<file path="config.mk">
export PLATFORM = sky130hd
export DESIGN_NAME = alu_pipe
export DESIGN_NICKNAME = d
export VERILOG_FILES = /design/src/rtl/alu_pipe_pkg.sv /design/src/rtl/alu_pipe_core.sv /design/src/rtl/alu_pipe.sv
export SDC_FILE = /design/constraint.sdc
export NUM_CORES = 1
export LEC_CHECK = 0
export ABC_AREA = 0
export CORE_MARGIN = 2
export CORE_UTILIZATION = 45
export CTS_BUF_LIST = sky130_fd_sc_hd__clkbuf_2
export CTS_CLUSTER_DIAMETER = 40
export CTS_CLUSTER_SIZE = 10
export DETAILED_ROUTE_END_ITERATION = 6
export DONT_BUFFER_PORTS = 1
export HOLD_SLACK_MARGIN = 0.15
export PLACE_DENSITY = 0.62
export SYNTH_ARGS = -nofsm -noshare
export SYNTH_HDL_FRONTEND = slang
export SYNTH_SLANG_ARGS = --single-unit
</file>
<file path="constraint.sdc">
create_clock -name clk -period 4.54 [get_ports clk]
set_clock_uncertainty 0.15 [all_clocks]
set_input_delay 0.681 -clock clk [delete_from_list [all_inputs] [get_ports clk]]
set_output_delay 0.681 -clock clk [all_outputs]
set_load 0.02 [all_outputs]
</file>
<file path="src/rtl/alu_pipe_pkg.sv">
// Shared opcode encodings and status-flag bit positions for the pipelined ALU.
package alu_pipe_pkg;

  localparam logic [2:0] OP_ADD = 3'b000;
  localparam logic [2:0] OP_SUB = 3'b001;
  localparam logic [2:0] OP_AND = 3'b010;
  localparam logic [2:0] OP_OR  = 3'b011;
  localparam logic [2:0] OP_XOR = 3'b100;
  localparam logic [2:0] OP_SHL = 3'b101;
  localparam logic [2:0] OP_SHR = 3'b110;
  localparam logic [2:0] OP_SLT = 3'b111;

  localparam int FLAG_N = 3;
  localparam int FLAG_Z = 2;
  localparam int FLAG_C = 1;
  localparam int FLAG_V = 0;

endpackage

</file>
<file path="src/rtl/alu_pipe_core.sv">
// Purely combinational op/flag compute for alu_pipe, kept separate for timing characterisation.
// Optional: define ALU_PIPE_SAT_EN to saturate ADD/SUB on signed overflow instead of wrapping.
module alu_pipe_core
  import alu_pipe_pkg::*;
#(
  parameter int WIDTH = 16
) (
  input  logic [WIDTH-1:0] a,
  input  logic [WIDTH-1:0] b,
  input  logic [2:0]       op,
  output logic [WIDTH-1:0] y,
  output logic [3:0]       flags
);

  localparam int SH_W = $clog2(WIDTH);

  logic [WIDTH:0]          sum;
  logic [WIDTH:0]          diff;
  logic signed [WIDTH-1:0] sa;
  logic signed [WIDTH-1:0] sb;
  logic [SH_W-1:0]         shamt;
  logic                    add_ovf;
  logic                    sub_ovf;
  logic                    carry;
  logic                    ovf;

  // Overflow direction follows the sign of operand a for both ADD and SUB.
  function automatic logic [WIDTH-1:0] saturate(input logic [WIDTH-1:0] raw,
                                                input logic             of,
                                                input logic             neg);
    if (!of)
      return raw;
    else if (neg)
      return {1'b1, {(WIDTH-1){1'b0}}};
    else
      return {1'b0, {(WIDTH-1){1'b1}}};
  endfunction

  assign sa    = a;
  assign sb    = b;
  assign shamt = b[SH_W-1:0];
  assign sum   = {1'b0, a} + {1'b0, b};
  assign diff  = {1'b0, a} + {1'b0, ~b} + {{WIDTH{1'b0}}, 1'b1};

  assign add_ovf = (a[WIDTH-1] == b[WIDTH-1]) && (sum[WIDTH-1]  != a[WIDTH-1]);
  assign sub_ovf = (a[WIDTH-1] != b[WIDTH-1]) && (diff[WIDTH-1] != a[WIDTH-1]);

  always_comb begin
    y     = '0;
    carry = 1'b0;
    ovf   = 1'b0;
    case (op)
      OP_ADD: begin
        carry = sum[WIDTH];
        ovf   = add_ovf;
`ifdef ALU_PIPE_SAT_EN
        y     = saturate(sum[WIDTH-1:0], add_ovf, a[WIDTH-1]);
`else
        y     = sum[WIDTH-1:0];
`endif
      end
      OP_SUB: begin
        carry = diff[WIDTH];
        ovf   = sub_ovf;
`ifdef ALU_PIPE_SAT_EN
        y     = saturate(diff[WIDTH-1:0], sub_ovf, a[WIDTH-1]);
`else
        y     = diff[WIDTH-1:0];
`endif
      end
      OP_AND:  y = a & b;
      OP_OR:   y = a | b;
      OP_XOR:  y = a ^ b;
      OP_SHL:  y = a << shamt;
      OP_SHR:  y = a >> shamt;
      OP_SLT:  y = {{(WIDTH-1){1'b0}}, (sa < sb)};
      default: y = '0;
    endcase
  end

  always_comb begin
    flags         = '0;
    flags[FLAG_N] = y[WIDTH-1];
    flags[FLAG_Z] = (y == '0);
    flags[FLAG_C] = carry;
    flags[FLAG_V] = ovf;
  end

endmodule

</file>
<file path="src/rtl/alu_pipe.sv">
// Two-stage pipelined 8-op ALU with N/Z/C/V flags, valid/ready on both sides and a hand-off counter.
// Optional: ALU_PIPE_SAT_EN (handled in alu_pipe_core) selects saturating ADD/SUB.
module alu_pipe
  import alu_pipe_pkg::*;
#(
  parameter int WIDTH = 16,
  parameter int CNT_W = 16
) (
  input  logic             clk,
  input  logic             rst,
  input  logic             in_valid,
  output logic             in_ready,
  input  logic [WIDTH-1:0] in_a,
  input  logic [WIDTH-1:0] in_b,
  input  logic [2:0]       in_op,
  output logic             out_valid,
  input  logic             out_ready,
  output logic [WIDTH-1:0] out_y,
  output logic [3:0]       out_flags,
  output logic [CNT_W-1:0] op_count
);

  if (WIDTH < 4 || WIDTH > 64 || (WIDTH & (WIDTH - 1)) != 0) begin : g_width_check
    $error("alu_pipe: WIDTH must be a power of two in 4..64");
  end

  logic [WIDTH-1:0] a_p1;
  logic [WIDTH-1:0] b_p1;
  logic [2:0]       op_p1;
  logic             vld_p1;

  logic [WIDTH-1:0] y_p2;
  logic [3:0]       flags_p2;
  logic             vld_p2;

  logic [WIDTH-1:0] y_c;
  logic [3:0]       flags_c;

  logic s2_free;
  logic advance;
  logic accept;
  logic handoff;

  // No skid buffer: in_ready looks straight through to out_ready.
  assign s2_free  = ~vld_p2 | out_ready;
  assign advance  = vld_p1 & s2_free;
  assign in_ready = ~vld_p1 | s2_free;
  assign accept   = in_valid & in_ready;
  assign handoff  = vld_p2 & out_ready;

  // ---- stage 1: input register ----
  always_ff @(posedge clk or posedge rst) begin
    if (rst)
      vld_p1 <= 1'b0;
    else if (accept)
      vld_p1 <= 1'b1;
    else if (advance)
      vld_p1 <= 1'b0;
  end

  always_ff @(posedge clk) begin
    if (accept) begin
      a_p1  <= in_a;
      b_p1  <= in_b;
      op_p1 <= in_op;
    end
  end

  alu_pipe_core #(
    .WIDTH(WIDTH)
  ) u_core (
    .a     (a_p1),
    .b     (b_p1),
    .op    (op_p1),
    .y     (y_c),
    .flags (flags_c)
  );

  // ---- stage 2: output register ----
  always_ff @(posedge clk or posedge rst) begin
    if (rst) begin
      vld_p2   <= 1'b0;
      y_p2     <= '0;
      flags_p2 <= '0;
    end else begin
      if (advance) begin
        vld_p2   <= 1'b1;
        y_p2     <= y_c;
        flags_p2 <= flags_c;
      end else if (out_ready) begin
        vld_p2   <= 1'b0;
      end
    end
  end

  always_ff @(posedge clk or posedge rst) begin
    if (rst)
      op_count <= '0;
    else if (handoff)
      op_count <= op_count + 1'b1;
  end

  assign out_valid = vld_p2;
  assign out_y     = y_p2;
  assign out_flags = flags_p2;

endmodule

</file>
==> metrics.md, run 1 <==
| Metric | Value |
|---|---|
| Status | `complete, no violations` |
| Multi-input logic area | `around 4200 sq um` |
| Total Power | `between 0.002 and 0.0025 W` |
| Top delay family on crit path | `simple AND/OR/NAND/NOR gates` |
| Worst r2r src | `b_p1[0]` |
| TritonCTS sink count | `72` |
| Crit-path max FO | `9` |
| Share of layout cells above drive strength 1 | `0.106` |
| Root Buffer | `clkbuf_2` |
| Routed length per instance | `roughly 24 um` |
| Avg Cell Area, Syn | `8.96 sq um` |
| Hold Crit Depth | `2` |
| Vias in the first global route | `6,048` |
| Crit path launch type | `flip-flop` |
| P&R area growth vs syn | `10.3%` |
| Max Cap Viol | `0` |
| Initial core utilization | `0.458` |
| Pwr/cell area | `282 nW/um^2` |
| CP Class | `reg -> reg` |
| Largest net degree at the start of global routing | `around 40` |
| Worst hold endpoint | `vld_p1` |
| Syn nets | `828` |
| Headroom to the max-slew limit | `0.450` |
| Tmin final | `slightly below 4 ns` |
| HPWL after DPL | `~17 mm` |
| Antenna violations before repair | `0` |
| PnR worst setup slack | `~0.6 ns` |
| GRT Total Usage | `0.293` |
| Sequential-to-total area share from yosys stat | `0.299` |
| Slew Limit Fails | `0` |
| Die width | `between 100 and 150 um` |
| Async S/R FF share, synth | `0.514` |
| WL final | `23.2 mm` |
| Slew @ Worst Pin | `around 0.83 ns` |
| CTS tree | `built` |
| Fillers | `~1,300` |
| PortBufs | `0` |
| DRT Pass-1 Iters | `6` |
| Diode count | `0` |
| R2R Setup Slk | `0.60 ns` |
| Row Count | `44` |
| Sequential Area | `about 2000 sq um` |
| Synth warnings | `0` |
| Iter 0 DRT Violations | `around 1,100` |
| Setup TNS | `0 ns` |
| Cells on worst reg2reg path | `11` |
| Highest-count cells in the layout ignoring fill and taps | `nor2_1, nand2_1, ha_1, inv_1, a21oi_1` |
| Num ports | `just under 80` |
| Die ar. | `approximately 16,000 sq um` |
| Crit path max-delay cell type | `edfxtp_1` |
| Number of synthesized flops with an enable pin | `35` |
| First-pass GRT wire length | `about 36 mm` |
| Cell Area, Synth | `6600 sq um` |
| Final setup vio count | `0` |
| Fin nets | `~850` |
| Hold path start | `out_ready` |
| Worst R2R End | `out_flags[2]` |
| Detail Route Antenna Nets | `0` |
| Die Y | `between 100 and 150 um` |
| Synth unique cells | `78` |
| CP peak stage delay | `0.62 ns` |
| RSZ-0062 raised after global routing | `no` |
| Maximum vdd ir drop | `~0.15 mV` |
| Leak | `roughly 3.0 nW` |
| Tcrit/Tclk final | `0.868` |
| Endpoints failing hold | `0` |
| Clock slew at reported path FFs | `around 0.25 ns` |
| Setup Buffers After CTS | `0` |
| Ys flop type | `dfrtp_1` |
| Total grt overflow | `0` |
| Place WS | `between 0.7 and 0.8 ns` |
| GPL Wtd Cong | `around 1.0` |
| Placed Area | `roughly 6800 sq um` |
| Clock tree buffer depth | `2` |
| CP most frequent cell | `nor4_1` |
| Hold WC Path Type | `in -> reg` |
| Vias/cell | `roughly 6.7` |
| Worst path bufs/invs | `0` |
| Post-cts resize count | `0` |
| Data required time at the worst endpoint | `4.89 ns` |
| DR vias | `roughly 6,400` |
| CTS HTree Levels | `3` |
| CP cell instances | `ha_1, fa_1, xnor2_1, o22ai_1, a221oi_1, o221ai_1, nor4_1, nand4_1, nor4_1, nand4b_1, o41ai_2` |
| Crit path DAT | `around 4.3 ns` |
| TritonCTS buffer count | `9` |
| Clk_lat worst skew | `0.63 ns` |
| Util after Layout | `0.505` |
| Max frequency | `~250 MHz` |
| Core area | `roughly 14,000 sq um` |
| Setup crit end kind | `flip-flop` |
| Cell area after layout | `roughly 7300 sq um` |
| Mapped Cells | `between 700 and 800` |
| Most common cell after layout, fill and taps aside | `nor2_1` |
| Count of state elements after synthesis | `between 70 and 80` |
| Number of remaining DRC errors | `0` |
| CP startpoint | `b_p1[0]` |
## state kept, by name, indices dropped and copies added (netlist names)
name,cells
op_count,16
op_p1,3
out_flags,3
vld_p1,1
b_p1,16
a_p1,16
out_y,16
out_valid,1
## through the flow
step,hold slack [ns],std cells
3_5_place_dp,0.367,896
2_1_floorplan,0.321,737
6_report,0.252,950
3_3_place_gp,0.336,896
5_1_grt,0.232,950
4_1_cts,0.220,950
## area by class of cell
type / count / share of cell area
multi-input combinational: 567 / 0.581
timing repair buffer: 61 / 0.0776
clock buffer: 10 / 0.00687
clock inverter: 6 / 0.00601
sequential: 72 / 0.271
inverter: 50 / 0.0258
tap: 184 / 0.0316
## cells by family (layout without fill, tap and decap cells)
group,count (synthesis),count (layout),share of synthesized area
and+or+nand+nor,231,231,0.178
xor gates and xnor gates,26,26,0.0345
adders and majority gates,52,52,0.101
buffers and inverters,98,127,0.0602
AOI/OAI and AO/OA,210,210,0.219
muxes,48,48,0.109
DFF,72,72,0.299
## worst max-delay path by stage
stage,slack (ns),endpoint,cells past startpoint
global route,0.48,out_flags[2],11
floorplan,0.97,out_flags[2],13
global placement,0.72,out_flags[2],11
finish,0.60,out_flags[2],11
detailed placement,0.80,out_flags[2],11
CTS,0.72,out_flags[2],11
## power by group
group	switching [W]	total, W	leakage, nW	internal, W
Sequential	0.000187	0.000961	0.812	0.000773
Combinational	0.000444	0.000735	2.14	0.000291
Clock	0.000282	0.000360	0.0641	0.0000782
## layer usage
metal,track usage,vias to the layer above,routed length (um)
li1,-,2802,-
met1,0.416,3111,9740
met4,0.129,0,933
met5,0,-,0
met3,0.0458,65,2130
met2,0.445,405,10400
## repair_timing
action / in CTS / in global routing
endpoints found under the hold margin: 76 / 0
setup endpoints to repair: 0 / 0
hold buffers: 38 / 0
## cell usage after synthesis (all sizes together) (7+ instances only)
| cell type | instances | area, sq um |
|---|---|---|
| dfrtp | 37 | 926 |
| mux4 | 18 | 405 |
| nand4 | 8 | 50.1 |
| edfxtp | 35 | 1050 |
| nor4 | 14 | 93.8 |
| mux2i | 21 | 210 |
| buf | 18 | 97.6 |
| o21ai | 38 | 190 |
| nor3 | 15 | 75.1 |
| mux2 | 9 | 101 |
| o211ai | 9 | 67.6 |
| clkbuf | 30 | 113 |
| nor2 | 61 | 229 |
| o22ai | 19 | 119 |
| ha | 50 | 626 |
| nand3 | 13 | 65.1 |
| a21oi | 44 | 220 |
| nand2b | 7 | 43.8 |
| nand2 | 56 | 210 |
| a211oi | 13 | 97.6 |
| and3 | 10 | 62.6 |
| nand3b | 7 | 52.6 |
| a31oi | 7 | 43.8 |
| xnor2 | 21 | 184 |
| inv | 49 | 184 |
| nor2b | 12 | 75.1 |
| a22oi | 15 | 113 |
(Power assumes the default switching activity.)
==> inputs of run 2 (changes only) <==
PLACE_DENSITY = 0.6   (was 0.62)
clock period = 3.5 ns   (was 4.54 ns; I/O delays follow)
==> metrics.md, run 2 (same netlist as run 1, synthesis figures left out) <==
| Metric | Value |
|---|---|
| Initial core utilization | `0.458 (unchanged)` |
| Slew @ Worst Pin | `0.824 ns (was 0.826 ns)` |
| Crit path launch type | `flip-flop (unchanged)` |
| Slew Limit Fails | `0 (unchanged)` |
| Final setup vio count | `0 (unchanged)` |
| Fillers | `1,317 (was 1,341)` |
| Max frequency | `294 MHz (was 254 MHz)` |
| Setup TNS | `0 ns (unchanged)` |
| Core area | `14,400 sq um (unchanged)` |
| CP Class | `reg -> reg (unchanged)` |
| CP peak stage delay | `0.49 ns (was 0.62 ns)` |
| Die width | `125 um (unchanged)` |
| CP most frequent cell | `buf_4 (was nor4_1)` |
| Num ports | `77 (unchanged)` |
| Clk_lat worst skew | `0.64 ns (was 0.63 ns)` |
| Data required time at the worst endpoint | `3.93 ns (was 4.89 ns)` |
| Die ar. | `15,700 sq um (unchanged)` |
| First-pass GRT wire length | `37.3 mm (was 35.6 mm)` |
| GPL Wtd Cong | `1.03 (was 1.01)` |
| Tmin final | `3.40 ns (was 3.94 ns)` |
| Routed length per instance | `23.6 um (was 24.4 um)` |
| Fin nets | `946 (was 852)` |
| Diode count | `0 (unchanged)` |
| Antenna violations before repair | `0 (unchanged)` |
| Root Buffer | `clkbuf_2 (unchanged)` |
| TritonCTS sink count | `72 (unchanged)` |
| Status | `complete, no violations (unchanged)` |
| Leak | `3.51 nW (was 3.02 nW)` |
| CTS HTree Levels | `3 (unchanged)` |
| Pwr/cell area | `356 nW/um^2 (was 282 nW/um^2)` |
| Crit path DAT | `3.84 ns (was 4.30 ns)` |
| Maximum vdd ir drop | `0.246 mV (was 0.154 mV)` |
| Crit path max-delay cell type | `mux4_2 (was edfxtp_1)` |
| Total grt overflow | `0 (unchanged)` |
| Headroom to the max-slew limit | `0.451 (was 0.450)` |
| HPWL after DPL | `18.9 mm (was 17.3 mm)` |
| Die Y | `125 um (unchanged)` |
| Top delay family on crit path | `multiplexers (was simple AND/OR/NAND/NOR gates)` |
| Highest-count cells in the layout ignoring fill and taps | `buf_4, nor2_1, nand2_1, ha_1, inv_1 (was nor2_1, nand2_1, ha_1, inv_1, a21oi_1)` |
| Hold WC Path Type | `in -> async (was in -> reg)` |
| Multi-input logic area | `4360 sq um (was 4230 sq um)` |
| TritonCTS buffer count | `9 (unchanged)` |
| CTS tree | `built (unchanged)` |
| Largest net degree at the start of global routing | `36 (was 41)` |
| P&R area growth vs syn | `24.3% (was 10.3%)` |
| Vias/cell | `6.32 (was 6.72)` |
| Max Cap Viol | `0 (unchanged)` |
| Detail Route Antenna Nets | `0 (unchanged)` |
| Clock tree buffer depth | `2 (unchanged)` |
| DR vias | `6,596 (was 6,383)` |
| GRT Total Usage | `0.309 (was 0.293)` |
| CP cell instances | `buf_4, buf_4, mux4_2, mux2_2, and2_4, a2111oi_4, o211a_1, nand4_1, nor4_1, buf_4, nand4b_1, o41ai_2 (was ha_1, fa_1, xnor2_1, o22ai_1, a221oi_1, o221ai_1, nor4_1, nand4_1, nor4_1, nand4b_1, o41ai_2)` |
| Worst path bufs/invs | `3 (was 0)` |
| PortBufs | `0 (unchanged)` |
| Clock slew at reported path FFs | `0.29 ns (was 0.25 ns)` |
| Crit-path max FO | `3 (was 9)` |
| CP startpoint | `a_p1[0] (was b_p1[0])` |
| Row Count | `44 (unchanged)` |
| Sequential Area | `1980 sq um (unchanged)` |
| Setup crit end kind | `flip-flop (unchanged)` |
| Endpoints failing hold | `0 (unchanged)` |
| DRT Pass-1 Iters | `7 (was 6)` |
| Worst r2r src | `a_p1[0] (was b_p1[0])` |
| Total Power | `0.00293 W (was 0.00206 W)` |
| Iter 0 DRT Violations | `820 (was 1,086)` |
| Tcrit/Tclk final | `0.973 (was 0.868)` |
| Share of layout cells above drive strength 1 | `0.235 (was 0.106)` |
| Most common cell after layout, fill and taps aside | `buf_4 (was nor2_1)` |
| WL final | `24.6 mm (was 23.2 mm)` |
| Number of remaining DRC errors | `0 (unchanged)` |
| Vias in the first global route | `6,295 (was 6,048)` |
## run 2: cell types whose count changed in the layout (fill, tap and decap cells not counted), moves of 3 or more
| cell | before | now |
|---|---|---|
| inv_2 | 2 | 5 |
| a21oi_2 | 0 | 3 |
| a211oi_2 | 0 | 3 |
| a211oi_1 | 13 | 9 |
| buf_4 | 22 | 111 |
| buf_12 | 1 | 4 |
| a21oi_1 | 44 | 41 |
## run 2: through the flow
step	utilization	hold WS (ns)	worst slack, ns	cell area (sq um)	cells
final	0.569	0.249	0.0953	8210	1044
after global routing	0.569	0.328	-0.0194	8210	1044
after CTS	0.556	0.245	0.0215	8020	1037
after detailed placement	0.518	0.367	-0.0467	7480	980
after global placement	0.518	0.343	-0.0500	7480	980
after floorplan	-	0.321	0.115	6610	737
## run 2: what timing repair did
item,in CTS,in global routing
hold buffers,39,0
gates cloned,0,1
buffers inserted,2,6
resized for setup,2,29
endpoints found under the hold margin,59,0
pin swaps,0,7
endpoints found under the setup margin,1,4
## run 2: area by class of cell
class,count,area share
clock buffer,9,0.00549
timing repair buffer,155,0.162
multi-input combinational,567,0.531
sequential,72,0.241
clock inverter,7,0.00960
inverter,50,0.0229
tap,184,0.0280
## run 2: worst register-to-register path: stages (launching register included)
cell and delay, ns:
edfxtp_1 0.47, buf_4 0.16, buf_4 0.13, mux4_2 0.49, mux2_2 0.31, and2_4 0.17
a2111oi_4 0.35, o211a_1 0.23, nand4_1 0.15, nor4_1 0.27, buf_4 0.16, nand4b_1 0.11
o41ai_2 0.20
## run 2: worst paths after layout
path                                      to  slack, ns  depth (start not counted)
worst max-delay path            out_flags[2]        0.1                         12
worst min-delay path               out_valid       0.25                          2
worst max register to register  out_flags[2]        0.1                         12
worst min register to register     out_valid       0.38                          1
max in group asynchronous           out_y[9]       2.20                          3
min in group clk                    op_p1[1]       0.35                          1
## run 2: routing by layer
layer / up-vias / global-route usage / part of all wire
met1: 3193 / 0.433 / 0.43
met2: 366 / 0.489 / 0.46
met3: 49 / 0.0436 / 0.082
li1: 2988 / - / -
met4: 0 / 0.114 / 0.029
met5: - / 0 / 0
## run 2: where the power goes
part / leakage (nW) / internal, W / switching [W]
Clock: 0.0747 / 0.000174 / 0.000390
Combinational: 2.62 / 0.000505 / 0.000626
Sequential: 0.812 / 0.00100 / 0.000229
==> inputs of run 3 (changes only) <==
SYNTH_HIERARCHICAL = 1   (was not set)
==> metrics.md, run 3 <==
| Metric | Value |
|---|---|
| Status | `complete, but fails checks (was complete, no violations)` |
| Failing checks | `negative setup slack` |
| CP peak stage delay | `0.47 ns (was 0.49 ns)` |
| Setup TNS | `-0.363 ns (was 0 ns)` |
| Largest net degree at the start of global routing | `39 (was 36)` |
| Pwr/cell area | `374 nW/um^2 (was 356 nW/um^2)` |
| Mapped Cells | `685 (was 737)` |
| Fin nets | `883 (was 946)` |
| CTS tree | `built (unchanged)` |
| CP startpoint | `a_p1[1] (was a_p1[0])` |
| Place WS | `-0.0676 ns (was -0.0467 ns)` |
| GRT Total Usage | `0.286 (was 0.309)` |
| Num ports | `77 (unchanged)` |
| Number of remaining DRC errors | `0 (unchanged)` |
| DRT Pass-1 Iters | `5 (was 7)` |
| PnR worst setup slack | `-0.154 ns (was 0.0953 ns)` |
| Data required time at the worst endpoint | `3.92 ns (was 3.93 ns)` |
| Tcrit/Tclk final | `1.04 (was 0.973)` |
| DR vias | `5,965 (was 6,596)` |
| Cell Area, Synth | `6480 sq um (was 6600 sq um)` |
| Most common cell after layout, fill and taps aside | `buf_4 (unchanged)` |
| Cells on worst reg2reg path | `13 (was 12)` |
| GPL Wtd Cong | `0.965 (was 1.03)` |
| Highest-count cells in the layout ignoring fill and taps | `buf_4, inv_1, ha_1, nand2_1, nor2_1 (was buf_4, nor2_1, nand2_1, ha_1, inv_1)` |
| Max frequency | `274 MHz (was 294 MHz)` |
| Crit path launch type | `flip-flop (unchanged)` |
| Avg Cell Area, Syn | `9.45 sq um (was 8.96 sq um)` |
| Area leader, netlist | `edfxtp_1 (unchanged)` |
| WL final | `21.5 mm (was 24.6 mm)` |
| Ys flop type | `dfrtp_1 (unchanged)` |
| Total Power | `0.00296 W (was 0.00293 W)` |
| Tmin final | `3.65 ns (was 3.40 ns)` |
| CP Class | `reg -> reg (unchanged)` |
| Clock tree buffer depth | `2 (unchanged)` |
| Busiest grt layer | `met2 (unchanged)` |
| Total grt overflow | `0 (unchanged)` |
| Top delay family on crit path | `compound AO/OA/AOI/OAI gates (was multiplexers)` |
| Vias in the first global route | `5,745 (was 6,295)` |
| Synth unique cells | `82 (was 78)` |
| Count of state elements after synthesis | `73 (was 72)` |
| Number of synthesized flops with an enable pin | `35 (unchanged)` |
| TritonCTS sink count | `73 (was 72)` |
| Async S/R FF share, synth | `0.521 (was 0.514)` |
| Slew Limit Fails | `0 (unchanged)` |
| R2R Setup Slk | `-0.15 ns (was 0.1 ns)` |
| Synth top area cells | `edfxtp_1, dfrtp_1, ha_1, mux2_2, mux2i_1 (was edfxtp_1, dfrtp_1, ha_1, mux4_2, nor2_1)` |
| Synth warnings | `6 (was 0)` |
| Worst R2R End | `out_flags[2] (unchanged)` |
| Leak | `3.43 nW (was 3.51 nW)` |
| Routed length per instance | `22.0 um (was 23.6 um)` |
| CP cell instances | `buf_4, inv_1, ha_1, a211oi_1, o21ai_1, a2111oi_4, nor2_1, a221o_1, a21o_1, nor3_1, nand4bb_1, nor4_2, mux2_4 (was buf_4, buf_4, mux4_2, mux2_2, and2_4, a2111oi_4, o211a_1, nand4_1, nor4_1, buf_4, nand4b_1, o41ai_2)` |
| Crit-path max FO | `3 (unchanged)` |
| PortBufs | `0 (unchanged)` |
| Setup crit end kind | `flip-flop (unchanged)` |
| First-pass GRT wire length | `32.5 mm (was 37.3 mm)` |
| Slew @ Worst Pin | `0.992 ns (was 0.824 ns)` |
| Met3 GRT Util | `0.0751 (was 0.0436)` |
| Maximum vdd ir drop | `0.263 mV (was 0.246 mV)` |
| Die width | `124 um (was 125 um)` |
| CTS HTree Levels | `3 (unchanged)` |
| Die Y | `124 um (was 125 um)` |
| Crit path max-delay cell type | `a2111oi_4 (was mux4_2)` |
| Share of layout cells above drive strength 1 | `0.248 (was 0.235)` |
| Worst path bufs/invs | `2 (was 3)` |
| Post-synth top cells | `ha_1, inv_1, nand2_1, nor2_1, dfrtp_1 (was nor2_1, nand2_1, ha_1, inv_1, a21oi_1)` |
| Clk_lat worst skew | `0.62 ns (was 0.64 ns)` |
| Headroom to the max-slew limit | `0.337 (was 0.451)` |
| Worst r2r src | `a_p1[1] (was a_p1[0])` |
| Row Count | `43 (was 44)` |
| P&R area growth vs syn | `22.3% (was 24.3%)` |
| Antenna violations before repair | `1 (was 0)` |
| Die ar. | `15,400 sq um (was 15,700 sq um)` |
| Met2 GRT Util | `0.439 (was 0.489)` |
| HPWL after DPL | `16.3 mm (was 18.9 mm)` |
| M1 GR Usage | `0.396 (was 0.433)` |
| Syn nets | `776 (was 828)` |
| Final setup vio count | `5 (was 0)` |
| Endpoints failing hold | `0 (unchanged)` |
| Crit path DAT | `4.07 ns (was 3.84 ns)` |
| Sequential-to-total area share from yosys stat | `0.309 (was 0.299)` |
| Max Cap Viol | `0 (unchanged)` |
| Iter 0 DRT Violations | `603 (was 820)` |
| Root Buffer | `clkbuf_2 (unchanged)` |
| Hold WC Path Type | `in -> async (unchanged)` |
| Core area | `14,000 sq um (was 14,400 sq um)` |
| Detail Route Antenna Nets | `0 (unchanged)` |
| Initial core utilization | `0.463 (was 0.458)` |
| TritonCTS buffer count | `9 (unchanged)` |
| RSZ-0062 raised after global routing | `yes` |
| Clock slew at reported path FFs | `0.26 ns (was 0.29 ns)` |
| Post-synth top area share | `0.162 (was 0.159)` |
| Vias/cell | `6.10 (was 6.32)` |
run 3: cell types whose count changed after synthesis, sizes merged, moves of 6 or more:
| cell | before | now |
|---|---|---|
| a21o | 3 | 9 |
| a21oi | 44 | 32 |
| buf | 18 | 25 |
| clkbuf | 30 | 20 |
| mux2 | 9 | 27 |
| mux4 | 18 | 11 |
| nand2 | 56 | 45 |
| nand3b | 7 | 1 |
| nor2 | 61 | 45 |
| nor4 | 14 | 7 |
| o21ai | 38 | 31 |
run 3: layout make-up:
type	count	area, sq um
antenna	1	2.50
clock buffer	9	45.0
inverter	52	195
clock inverter	7	83.8
timing repair buffer	141	1170
fill	1286	6070
multi-input combinational	515	4200
tap	180	225
sequential	73	2000
run 3: logic make-up after synthesis:
| family | count (synthesis) | share of synthesized area |
|---|---|---|
| multiplexers | 64 | 0.125 |
| flip-flops | 73 | 0.309 |
| buffers and inverters | 97 | 0.0661 |
| adder cells (fa/ha/maj) | 53 | 0.104 |
| XOR/XNOR | 26 | 0.0352 |
| AND/OR/NAND/NOR | 178 | 0.145 |
| AO/OA/AOI/OAI | 194 | 0.214 |
run 3: repair_timing:
action,4_1_cts,5_1_grt
setup endpoints to repair,6,11
buffers inserted,6,8
resized for setup,11,26
hold endpoints to repair,89,0
hold buffers,39,0
pin swaps,12,21
run 3: where the power goes:
part           internal (W)  switching [W]
logic              0.000517       0.000612
registers           0.00103       0.000248
clock network      0.000181       0.000376
run 3: worst max-delay path by stage:
stage,endpoint,cells after the start,slack (ns)
4_1_cts,out_flags[2],15,-0.05
3_5_place_dp,out_flags[2],13,-0.07
3_3_place_gp,out_flags[2],13,-0.001
2_1_floorplan,out_flags[0],12,0.03
6_report,out_flags[2],13,-0.15
5_1_grt,out_flags[2],13,-0.26
run 3: per-layer routing:
layer,up-vias,wire [um]
li1,2755,-
met1,2923,9670
met2,257,9680
met3,30,1670
met4,0,489
met5,-,0
run 3: worst reg2reg max path, stage by stage (launching register included):
cell and delay (ns):
edfxtp_1 0.45, buf_4 0.15, inv_1 0.05, ha_1 0.25, a211oi_1 0.34, o21ai_1 0.25, a2111oi_4 0.47, nor2_1 0.12
a221o_1 0.31, a21o_1 0.19, nor3_1 0.26, nand4bb_1 0.19, nor4_2 0.23, mux2_4 0.17
run 3: metrics by stage:
stage	area (sq um)	hold slack (ns)	std cells	utilization
floorplan	6490	0.307	685	-
global placement	7140	0.323	908	0.510
detailed placement	7140	0.337	908	0.510
CTS	7740	0.213	969	0.553
global route	7920	0.262	978	0.566
finish	7920	0.277	978	0.566
